File: config.mk
export PLATFORM = sky130hd
export DESIGN_NAME = mc_main_control
export DESIGN_NICKNAME = d
export VERILOG_FILES = /design/src/rtl/mips_ctrl_pkg.sv /design/src/rtl/mc_ctrl_decode.sv /design/src/rtl/mc_main_control.sv
export SDC_FILE = /design/constraint.sdc
export NUM_CORES = 1
export LEC_CHECK = 0
export ABC_CLOCK_PERIOD_IN_PS = 2000
export CAP_MARGIN = 20
export CELL_PAD_IN_SITES_DETAIL_PLACEMENT = 0
export CELL_PAD_IN_SITES_GLOBAL_PLACEMENT = 1
export CORE_UTILIZATION = 28
export CTS_BUF_LIST = sky130_fd_sc_hd__clkbuf_16
export DETAILED_ROUTE_END_ITERATION = 8
export PLACE_DENSITY = 0.81
export SLEW_MARGIN = 10
export SYNTH_ARGS = -nofsm -noshare
export SYNTH_HDL_FRONTEND = slang
export SYNTH_SLANG_ARGS = --single-unit
File: constraint.sdc
create_clock -name clk -period 2 [get_ports clk]
set_input_delay 0.4 -clock clk [delete_from_list [all_inputs] [get_ports clk]]
set_output_delay 0.4 -clock clk [all_outputs]
set_load 0.005 [all_outputs]
File: src/rtl/mips_ctrl_pkg.sv
// Shared encodings for the multicycle MIPS control path: opcodes, FSM state
// codes, ALU/mux select values and the control word driven into the datapath.
package mips_ctrl_pkg;

  localparam logic [5:0] OP_RTYPE = 6'b000000;
  localparam logic [5:0] OP_LW    = 6'b100011;
  localparam logic [5:0] OP_SW    = 6'b101011;
  localparam logic [5:0] OP_BEQ   = 6'b000100;
  localparam logic [5:0] OP_J     = 6'b000010;
  localparam logic [5:0] OP_ADDI  = 6'b001000;

  localparam logic [3:0] ST_FETCH      = 4'd0;
  localparam logic [3:0] ST_DECODE     = 4'd1;
  localparam logic [3:0] ST_MEM_ADDR   = 4'd2;
  localparam logic [3:0] ST_MEM_READ   = 4'd3;
  localparam logic [3:0] ST_MEM_WB     = 4'd4;
  localparam logic [3:0] ST_MEM_WRITE  = 4'd5;
  localparam logic [3:0] ST_EXECUTE    = 4'd6;
  localparam logic [3:0] ST_R_COMPLETE = 4'd7;
  localparam logic [3:0] ST_BRANCH     = 4'd8;
  localparam logic [3:0] ST_JUMP       = 4'd9;
  localparam logic [3:0] ST_ADDI_EXEC  = 4'd10;
  localparam logic [3:0] ST_ADDI_WB    = 4'd11;

  // alu_op values, shared with alu_control
  localparam logic [1:0] ALUOP_ADD   = 2'b00;
  localparam logic [1:0] ALUOP_SUB   = 2'b01;
  localparam logic [1:0] ALUOP_FUNCT = 2'b10;

  localparam logic [1:0] SRCB_B      = 2'b00;
  localparam logic [1:0] SRCB_FOUR   = 2'b01;
  localparam logic [1:0] SRCB_IMM    = 2'b10;
  localparam logic [1:0] SRCB_IMM_SH = 2'b11;

  localparam logic [1:0] PCSRC_ALU    = 2'b00;
  localparam logic [1:0] PCSRC_ALUOUT = 2'b01;
  localparam logic [1:0] PCSRC_JUMP   = 2'b10;

  typedef struct packed {
    logic       pc_write;
    logic       pc_write_cond;
    logic       i_or_d;
    logic       mem_read;
    logic       mem_write;
    logic       ir_write;
    logic       mem_to_reg;
    logic [1:0] pc_source;
    logic [1:0] alu_op;
    logic       alu_src_a;
    logic [1:0] alu_src_b;
    logic       reg_write;
    logic       reg_dst;
    logic       illegal_op;
  } ctrl_word_t;

  function automatic logic op_supported(input logic [5:0] op);
    return (op == OP_RTYPE) || (op == OP_LW) || (op == OP_SW) ||
           (op == OP_BEQ) || (op == OP_J) || (op == OP_ADDI);
  endfunction

endpackage

File: src/rtl/mc_ctrl_decode.sv
// Combinational state-to-control-word decoder. Moore outputs, except that
// the FETCH write strobes follow mem_ready and illegal_op looks at opcode.
module mc_ctrl_decode
  import mips_ctrl_pkg::*;
(
  input  logic [3:0]  state,
  input  logic [5:0]  opcode,
  input  logic        mem_ready,
  output ctrl_word_t  ctrl
);

  // Decode one control word per state; anything unlisted stays 0
  always_comb begin
    ctrl = '0;
    case (state)
      ST_FETCH: begin
        ctrl.mem_read  = 1'b1;
        ctrl.alu_src_b = SRCB_FOUR;
        ctrl.alu_op    = ALUOP_ADD;
        ctrl.pc_source = PCSRC_ALU;
        ctrl.ir_write  = mem_ready;
        ctrl.pc_write  = mem_ready;
      end
      ST_DECODE: begin
        ctrl.alu_src_b  = SRCB_IMM_SH;
        ctrl.alu_op     = ALUOP_ADD;
        ctrl.illegal_op = ~op_supported(opcode);
      end
      ST_MEM_ADDR: begin
        ctrl.alu_src_a = 1'b1;
        ctrl.alu_src_b = SRCB_IMM;
        ctrl.alu_op    = ALUOP_ADD;
      end
      ST_MEM_READ: begin
        ctrl.mem_read = 1'b1;
        ctrl.i_or_d   = 1'b1;
      end
      ST_MEM_WB: begin
        ctrl.reg_write  = 1'b1;
        ctrl.mem_to_reg = 1'b1;
      end
      ST_MEM_WRITE: begin
        ctrl.mem_write = 1'b1;
        ctrl.i_or_d    = 1'b1;
      end
      ST_EXECUTE: begin
        ctrl.alu_src_a = 1'b1;
        ctrl.alu_src_b = SRCB_B;
        ctrl.alu_op    = ALUOP_FUNCT;
      end
      ST_R_COMPLETE: begin
        ctrl.reg_write = 1'b1;
        ctrl.reg_dst   = 1'b1;
      end
      ST_BRANCH: begin
        ctrl.alu_src_a     = 1'b1;
        ctrl.alu_src_b     = SRCB_B;
        ctrl.alu_op        = ALUOP_SUB;
        ctrl.pc_write_cond = 1'b1;
        ctrl.pc_source     = PCSRC_ALUOUT;
      end
      ST_JUMP: begin
        ctrl.pc_write  = 1'b1;
        ctrl.pc_source = PCSRC_JUMP;
      end
      ST_ADDI_EXEC: begin
        ctrl.alu_src_a = 1'b1;
        ctrl.alu_src_b = SRCB_IMM;
        ctrl.alu_op    = ALUOP_ADD;
      end
      ST_ADDI_WB: begin
        ctrl.reg_write = 1'b1;
      end
      default: ctrl = '0;
    endcase
  end

endmodule

File: src/rtl/mc_main_control.sv
// Multicycle MIPS main control FSM: state register and next-state logic,
// with the control word produced by mc_ctrl_decode.
//
//  state        | meaning
//  FETCH      0 | read instruction at PC, PC += 4 when memory is ready
//  DECODE     1 | register read, branch target into ALUOut
//  MEM_ADDR   2 | lw/sw effective address
//  MEM_READ   3 | data read, waits for mem_ready
//  MEM_WB     4 | MDR -> rt
//  MEM_WRITE  5 | data write, waits for mem_ready
//  EXECUTE    6 | R-type ALU operation
//  R_COMPLETE 7 | ALUOut -> rd
//  BRANCH     8 | beq compare, conditional PC load
//  JUMP       9 | PC <- jump target
//  ADDI_EXEC 10 | A + immediate
//  ADDI_WB   11 | ALUOut -> rt
//  12..15       | unused, recover to FETCH
module mc_main_control
  import mips_ctrl_pkg::*;
(
  input  logic       clk,
  input  logic       rst_n,
  input  logic [5:0] opcode,
  input  logic       mem_ready,
  output logic       pc_write,
  output logic       pc_write_cond,
  output logic       i_or_d,
  output logic       mem_read,
  output logic       mem_write,
  output logic       ir_write,
  output logic       mem_to_reg,
  output logic [1:0] pc_source,
  output logic [1:0] alu_op,
  output logic       alu_src_a,
  output logic [1:0] alu_src_b,
  output logic       reg_write,
  output logic       reg_dst,
  output logic       illegal_op,
  output logic [3:0] state
);

  logic [3:0] state_q;
  logic [3:0] state_d;
  ctrl_word_t ctrl;

  // Next-state selection
  always_comb begin
    state_d = ST_FETCH;
    case (state_q)
      ST_FETCH:     state_d = mem_ready ? ST_DECODE : ST_FETCH;
      ST_DECODE: begin
        case (opcode)
          OP_LW, OP_SW: state_d = ST_MEM_ADDR;
          OP_RTYPE:     state_d = ST_EXECUTE;
          OP_BEQ:       state_d = ST_BRANCH;
          OP_J:         state_d = ST_JUMP;
          OP_ADDI:      state_d = ST_ADDI_EXEC;
          default:      state_d = ST_FETCH;
        endcase
      end
      // IR is frozen outside FETCH, so re-reading opcode here is safe
      ST_MEM_ADDR: begin
        if (opcode == OP_LW)      state_d = ST_MEM_READ;
        else if (opcode == OP_SW) state_d = ST_MEM_WRITE;
        else                      state_d = ST_FETCH;
      end
      ST_MEM_READ:  state_d = mem_ready ? ST_MEM_WB : ST_MEM_READ;
      ST_MEM_WRITE: state_d = mem_ready ? ST_FETCH : ST_MEM_WRITE;
      ST_EXECUTE:   state_d = ST_R_COMPLETE;
      ST_ADDI_EXEC: state_d = ST_ADDI_WB;
      default:      state_d = ST_FETCH;
    endcase
  end

  // State register, asynchronously returned to FETCH
  always_ff @(posedge clk or negedge rst_n) begin
    if (!rst_n) state_q <= ST_FETCH;
    else        state_q <= state_d;
  end

  mc_ctrl_decode u_decode (
    .state     (state_q),
    .opcode    (opcode),
    .mem_ready (mem_ready),
    .ctrl      (ctrl)
  );

  // FETCH strobes follow mem_ready, so they must be masked while in reset
  assign pc_write      = ctrl.pc_write & rst_n;
  assign ir_write      = ctrl.ir_write & rst_n;
  assign pc_write_cond = ctrl.pc_write_cond;
  assign i_or_d        = ctrl.i_or_d;
  assign mem_read      = ctrl.mem_read;
  assign mem_write     = ctrl.mem_write;
  assign mem_to_reg    = ctrl.mem_to_reg;
  assign pc_source     = ctrl.pc_source;
  assign alu_op        = ctrl.alu_op;
  assign alu_src_a     = ctrl.alu_src_a;
  assign alu_src_b     = ctrl.alu_src_b;
  assign reg_write     = ctrl.reg_write;
  assign reg_dst       = ctrl.reg_dst;
  assign illegal_op    = ctrl.illegal_op;
  assign state         = state_q;

endmodule

==> flow_summary.json <==
{
  "grt_pass1_wl_um": 3230,
  "final-setup-viol-count": 0,
  "synth.avg_cell_area_um2": 8.65,
  "ys_ff_latch": 4,
  "final-seq-area_um2": 105,
  "vdd_drop_max_mv": 0.380,
  "n_antenna_cell": 0,
  "cts_tree": "yes",
  "grt.total_usage_pct": 17.8,
  "initial_core_util_pct": 30.4,
  "crit_slowest_cell": "clkdlybuf4s50_1",
  "cts_root_buf": "clkbuf_16",
  "die_h_um": 48.8,
  "syn-num-nets": 80,
  "netlist_area_um2": 614,
  "grt_max_degree": 12,
  "drt_iter0_drc": 19,
  "overflow": 0,
  "multi_input_area_um2": 473,
  "drcViolationCount": 0,
  "most-common-layout-cells": "26 x buf_4, 16 x dlygate4sd2_1, 9 x clkdlybuf4s50_1",
  "num_vias": 764,
  "synth_cells": 71,
  "clkSlewWorstSetupHoldPaths_ns": 0.03,
  "start_kind": "flop",
  "yosysSeqAreaShare_pct": 16.3,
  "cp-end-kind": "primary output",
  "fmax_ghz": 0.511,
  "finalHoldViolCount": 0,
  "async_reset_ff_share_pct": 100,
  "drt_first_pass_iters": 4,
  "period_needed_ns": 1.96,
  "fin_crit_sh_pct": 97.9,
  "synth-warning-count": 0,
  "die-area_um2": 2390,
  "antenna_found_initial": 0,
  "crit_family": "buffers and inverters",
  "viasPerCell": 5.03,
  "outcome": "complete, no violations",
  "post-place-cells": 142,
  "hold_buffers": 0,
  "largest_register_ffs": 4,
  "stdcell_count": 152,
  "area_growth_pct": 97.4,
  "drv_slew": 0,
  "routed_wl_um": 2000,
  "io_buffers": 29,
  "grt_pass1_vias": 751,
  "synth-main-ff-cell": "dfrtp_1",
  "place.gp.congestion": 0.787,
  "synth_cell_type_count": 39,
  "cp_max_fo": 11,
  "drive_gt1_share_pct": 44.8,
  "post_drt_wl_per_cell_um": 13.1,
  "ios": 30,
  "synth_edf_count": 0,
  "dp_hpwl_um": 1390,
  "ant_nets": 0,
  "dieWidth_um": 48.8,
  "hp-class": "input port to async pin",
  "worstMarginPinSlew_ns": 0.270,
  "clock_path_buffers": 2,
  "fin_nets": 136,
  "critPathKind": "flop to primary output",
  "maxCapViolCount": 0,
  "fillers": 183,
  "cts.sinks": 4,
  "cts-htree-levels": 1,
  "num_rows": 16,
  "crit_buf_inv": 2,
  "slowest_delay_ns": 0.50,
  "required_ns": 1.60,
  "path_cells": "buf_12, nand2b_4, nor2_1, clkdlybuf4s50_1",
  "worstPathArrival_ns": 1.56,
  "final_common_cell": "buf_4",
  "clock_skew_ns": 0.00117,
  "holdWs_ns": 0.505,
  "coreArea_um2": 2020,
  "p_per_area_nw_per_um2": 467,
  "clkLatencyLatePin_ns": 0.23,
  "p_leak_nw": 0.601,
  "max_slew_margin_pct": 81.8,
  "numCtsBuffers": 3
}
-- final timing paths --
kind / start / to / slack (ns) / cells past startpoint
worst max-delay path: state[1]$_DFF_PN0_ / pc_source[1] / 0.04 / 4
worst min-delay path: rst_n / state[0]$_DFF_PN0_ / 0.50 / 2
worst max register to register: state[3]$_DFF_PN0_ / state[0]$_DFF_PN0_ / 0.63 / 5
worst min register to register: state[2]$_DFF_PN0_ / state[3]$_DFF_PN0_ / 0.76 / 2
max in group asynchronous: rst_n / state[3]$_DFF_PN0_ / 1.38 / 2
min in group clk: opcode[3] / state[1]$_DFF_PN0_ / 0.74 / 3
-- worst register-to-register path, delay by kind of cell, from the launching register on --
kind | cells | cell delay [ns]
buffers and inverters | 2 | 0.32
flip-flops | 1 | 0.42
AND/OR/NAND/NOR | 3 | 0.56
-- timing repair --
item                                    4_1_cts  5_1_grt
resized for setup                            31        5
pin swaps                                     4        1
buffers inserted                              6        1
endpoints found under the setup margin       16        7
-- metal layers --
metal	routed length, um	GRT usage [%]	up-vias
met2	1050	32.9	32
met4	53	7.84	0
li1	-	-	380
met3	103	4.05	5
met1	787	19.1	347
met5	0	0	-
-- metrics by stage --
step | worst slack [ns] | total power, mW | util (%) | setup TNS, ns | cell area (um2)
after floorplan | 0.223 | 0.158 | - | 0 | 614
after global placement | -0.310 | 0.246 | 52.2 | -0.703 | 1050
after detailed placement | -0.375 | 0.249 | 52.2 | -0.796 | 1050
after CTS | 0.00554 | 0.561 | 58.6 | 0 | 1180
after global routing | -0.00498 | 0.583 | 60.0 | -0.00498 | 1210
final | 0.0412 | 0.566 | 60.0 | 0 | 1210
-- Yosys cell counts, types with 3 or more instances --
| cell type | instances | area, um2 |
|---|---|---|
| and3_1 | 3 | 18.8 |
| buf_4 | 4 | 30.0 |
| buf_6 | 3 | 33.8 |
| dfrtp_1 | 4 | 100 |
| nand2b_1 | 5 | 31.3 |
| nor2_1 | 6 | 22.5 |
| nor3_1 | 5 | 25.0 |
| o21ai_0 | 3 | 15.0 |
-- power breakdown --
group	leakage [nW]	internal (mW)	switching, mW
Clock	0.0370	0.256	0.0609
Sequential	0.0481	0.0854	0.00650
Combinational	0.516	0.0893	0.0679
Total	0.601	0.431	0.135
-- cell type report --
| class | count | area share, % |
|---|---|---|
| repair buffers | 59 | 43.0 |
| flip-flops and latches | 4 | 8.67 |
| clock buffers | 3 | 6.19 |
| inverters | 1 | 0.310 |
| well taps | 27 | 2.79 |
| multi-input cells | 58 | 39.0 |
-- cell families (layout without fill, tap and decap cells) --
family | Yosys count | in the layout | synth area share, %
AOI/OAI and AO/OA | 14 | 14 | 18.7
DFF | 4 | 4 | 16.3
and+or+nand+nor | 41 | 41 | 47.7
xor gates and xnor gates | 3 | 3 | 5.50
buffers and inverters | 9 | 63 | 11.8
Power figures use the tool's default switching activity.
==> RTL edit: new RTL, config.mk and constraints unchanged <==
Reset style: synchronous (`rst_n`), changed in one clocked block. Comments in the files are not updated.
--- a/src/rtl/mc_main_control.sv
+++ b/src/rtl/mc_main_control.sv
@@ -73,7 +73,7 @@
   end
 
   // State register, asynchronously returned to FETCH
-  always_ff @(posedge clk or negedge rst_n) begin
+  always_ff @(posedge clk) begin
     if (!rst_n) state_q <= ST_FETCH;
     else        state_q <= state_d;
   end
Behaviour: differs if rst_n is asserted again (counterexample within 4 cycles, from zero or initial values and one cycle with rst_n low); with rst_n held inactive, the same outputs for 10 cycles.
==> RTL edit against the unedited design <==
- the flow now finishes with violations (design-rule violations)
- wire length increased by 7.5%
- cell area down 7.5%
- die area shrank 19%
- synthesized area decreased by 20%
- worst setup slack gained 0.026 ns
- sequential power decreased by 11%
- sequential cell count stayed put
- total power fell by 11%
- fmax grew 1.3%
- critical endpoint is now mem_to_reg
- largest power group unchanged
==> RTL edit: results (changes against the unedited design) <==
H-tree depth 1 (unchanged); WL/cell 15.3 um (+17%); Post-Synthesis Cells 74 (+4.2%); routed wire length 2150 um (+7.5%); Placement Cell Area 926 sq um (-12%); hpwl dp 1380 um (-0.30%); DR vias 774 (+1.3%); Max IR drop VDD 0.000279 V (-26%); warnings from Yosys 0 (unchanged); Clk pin slew, worst setup/hold paths 0.03 ns (about the same); max_slew headroom 71.0% (-11 points); DRC Markers 1 (+1); vias in the first global route 689 (-8.3%); GRT Total Usage 22.8% (+5.0 points); Worst Path Max Fanout 6 (-5); Max Used Layer met4; violated checks design-rule violations; Global Route met1 Usage 29.0% (+9.9 points); Top delay family on crit path buffers and inverters; DR iter-0 viols 14 (-5); first-pass GRT wire length 3110 um (-3.7%); status finished, violations left; CP arrival 1.53 ns (-0.03 ns); placer congestion estimate 0.760 (-3.4%); Yosys cell types 31 (-21%); Cells after DPL 133 (-6.3%); ys flop type dfxtp_1; top cells by count, synth 7 x a21oi_1, 7 x nand2_1, 7 x nor3_1; Switching Power 0.108 mW (-20%); share of cells above drive strength 1 35.5% (-9.3 points); Synth area leaders dfxtp_1 16%, a21oi_1 7.1%, nor3_1 7.1%; cells on worst reg2reg path 5 (unchanged); largest net degree at the start of global routing 13 (+1); met1 wire length 897 um (+14%); Largest register FFs 4 (unchanged); Leak 0.576 nW (-4.1%); DR WL met2 1070 um (+2.0%); Setup Slack @ Placement -0.436 ns (-0.0617 ns); Slowest-stage cell, CP clkdlybuf4s50_1; met2 Usage GRT 36.7% (+3.8 points); sequential area share after synthesis 16.2% (-0.050 points); wire length on met3 132 um (+28%); Min-Delay Path Class in -> reg; Max stage delay on crit path 0.53 ns (+0.03 ns); Async SR Flop Fraction 0% (-100 points); # diodes 0 (unchanged); global-route met3 utilization 5.00% (+0.95 points); DR pass1 iterations 8 (+4); Final Skew 0.00258 ns (+0.00141 ns); Synth Net Count 83 (+3.8%)
-- RTL edit: cell count changes after synthesis, sizes merged, moves of 2 or more --
cell,change
nand4,-3
or4,+2
dfxtp,+4
buf,-5
nor4b,-2
a31o,-2
clkbuf,+4
a31oi,+2
dfrtp,-4
nor2,-3
a21oi,+5
nand2,+5
-- RTL edit: logic make-up (layout without fill, tap and decap cells) --
| family | count (synthesis) | count (layout) | share of synthesized area (%) |
|---|---|---|---|
| and+or+nand+nor | 38 | 38 | 44.9 |
| AOI/OAI and AO/OA | 21 | 21 | 26.6 |
| buffers and inverters | 9 | 59 | 8.63 |
| DFF | 4 | 4 | 16.2 |
| xor gates and xnor gates | 2 | 2 | 3.55 |
-- RTL edit: area by class of cell --
cell class | instances | area (sq um)
Sequential cell | 4 | 92.6
Timing Repair Buffer | 54 | 503
Fill cell | 122 | 455
Tap cell | 16 | 20.0
Multi-Input combinational cell | 61 | 420
Clock buffer | 3 | 75.1
Inverter | 2 | 10.0
-- RTL edit: timing repair --
item                                    4_1_cts  5_1_grt
cloned                                        0        1
setup buffers                                 1        2
pin swaps                                     4        7
resized for setup                            24       20
endpoints found under the setup margin       15       10
-- RTL edit: path summary, 6_finish.rpt --
kind	from	endpoint	slack, ns
setup / recovery	state[1]	mem_to_reg	0.07
hold / removal	opcode[1]	state[0]	0.70
setup reg to reg	state[0]	state[0]	0.31
hold reg to reg	state[1]	state[2]	0.71
-- RTL edit: power by group through the flow --
stage | registers (mW) | logic (mW) | clock network (mW)
after floorplan | 0.0849 | 0.0320 | 0
after global placement | 0.0847 | 0.0986 | 0
after detailed placement | 0.0847 | 0.0994 | 0
after CTS | 0.0837 | 0.104 | 0.317
after global routing | 0.0823 | 0.117 | 0.325
final | 0.0819 | 0.108 | 0.316
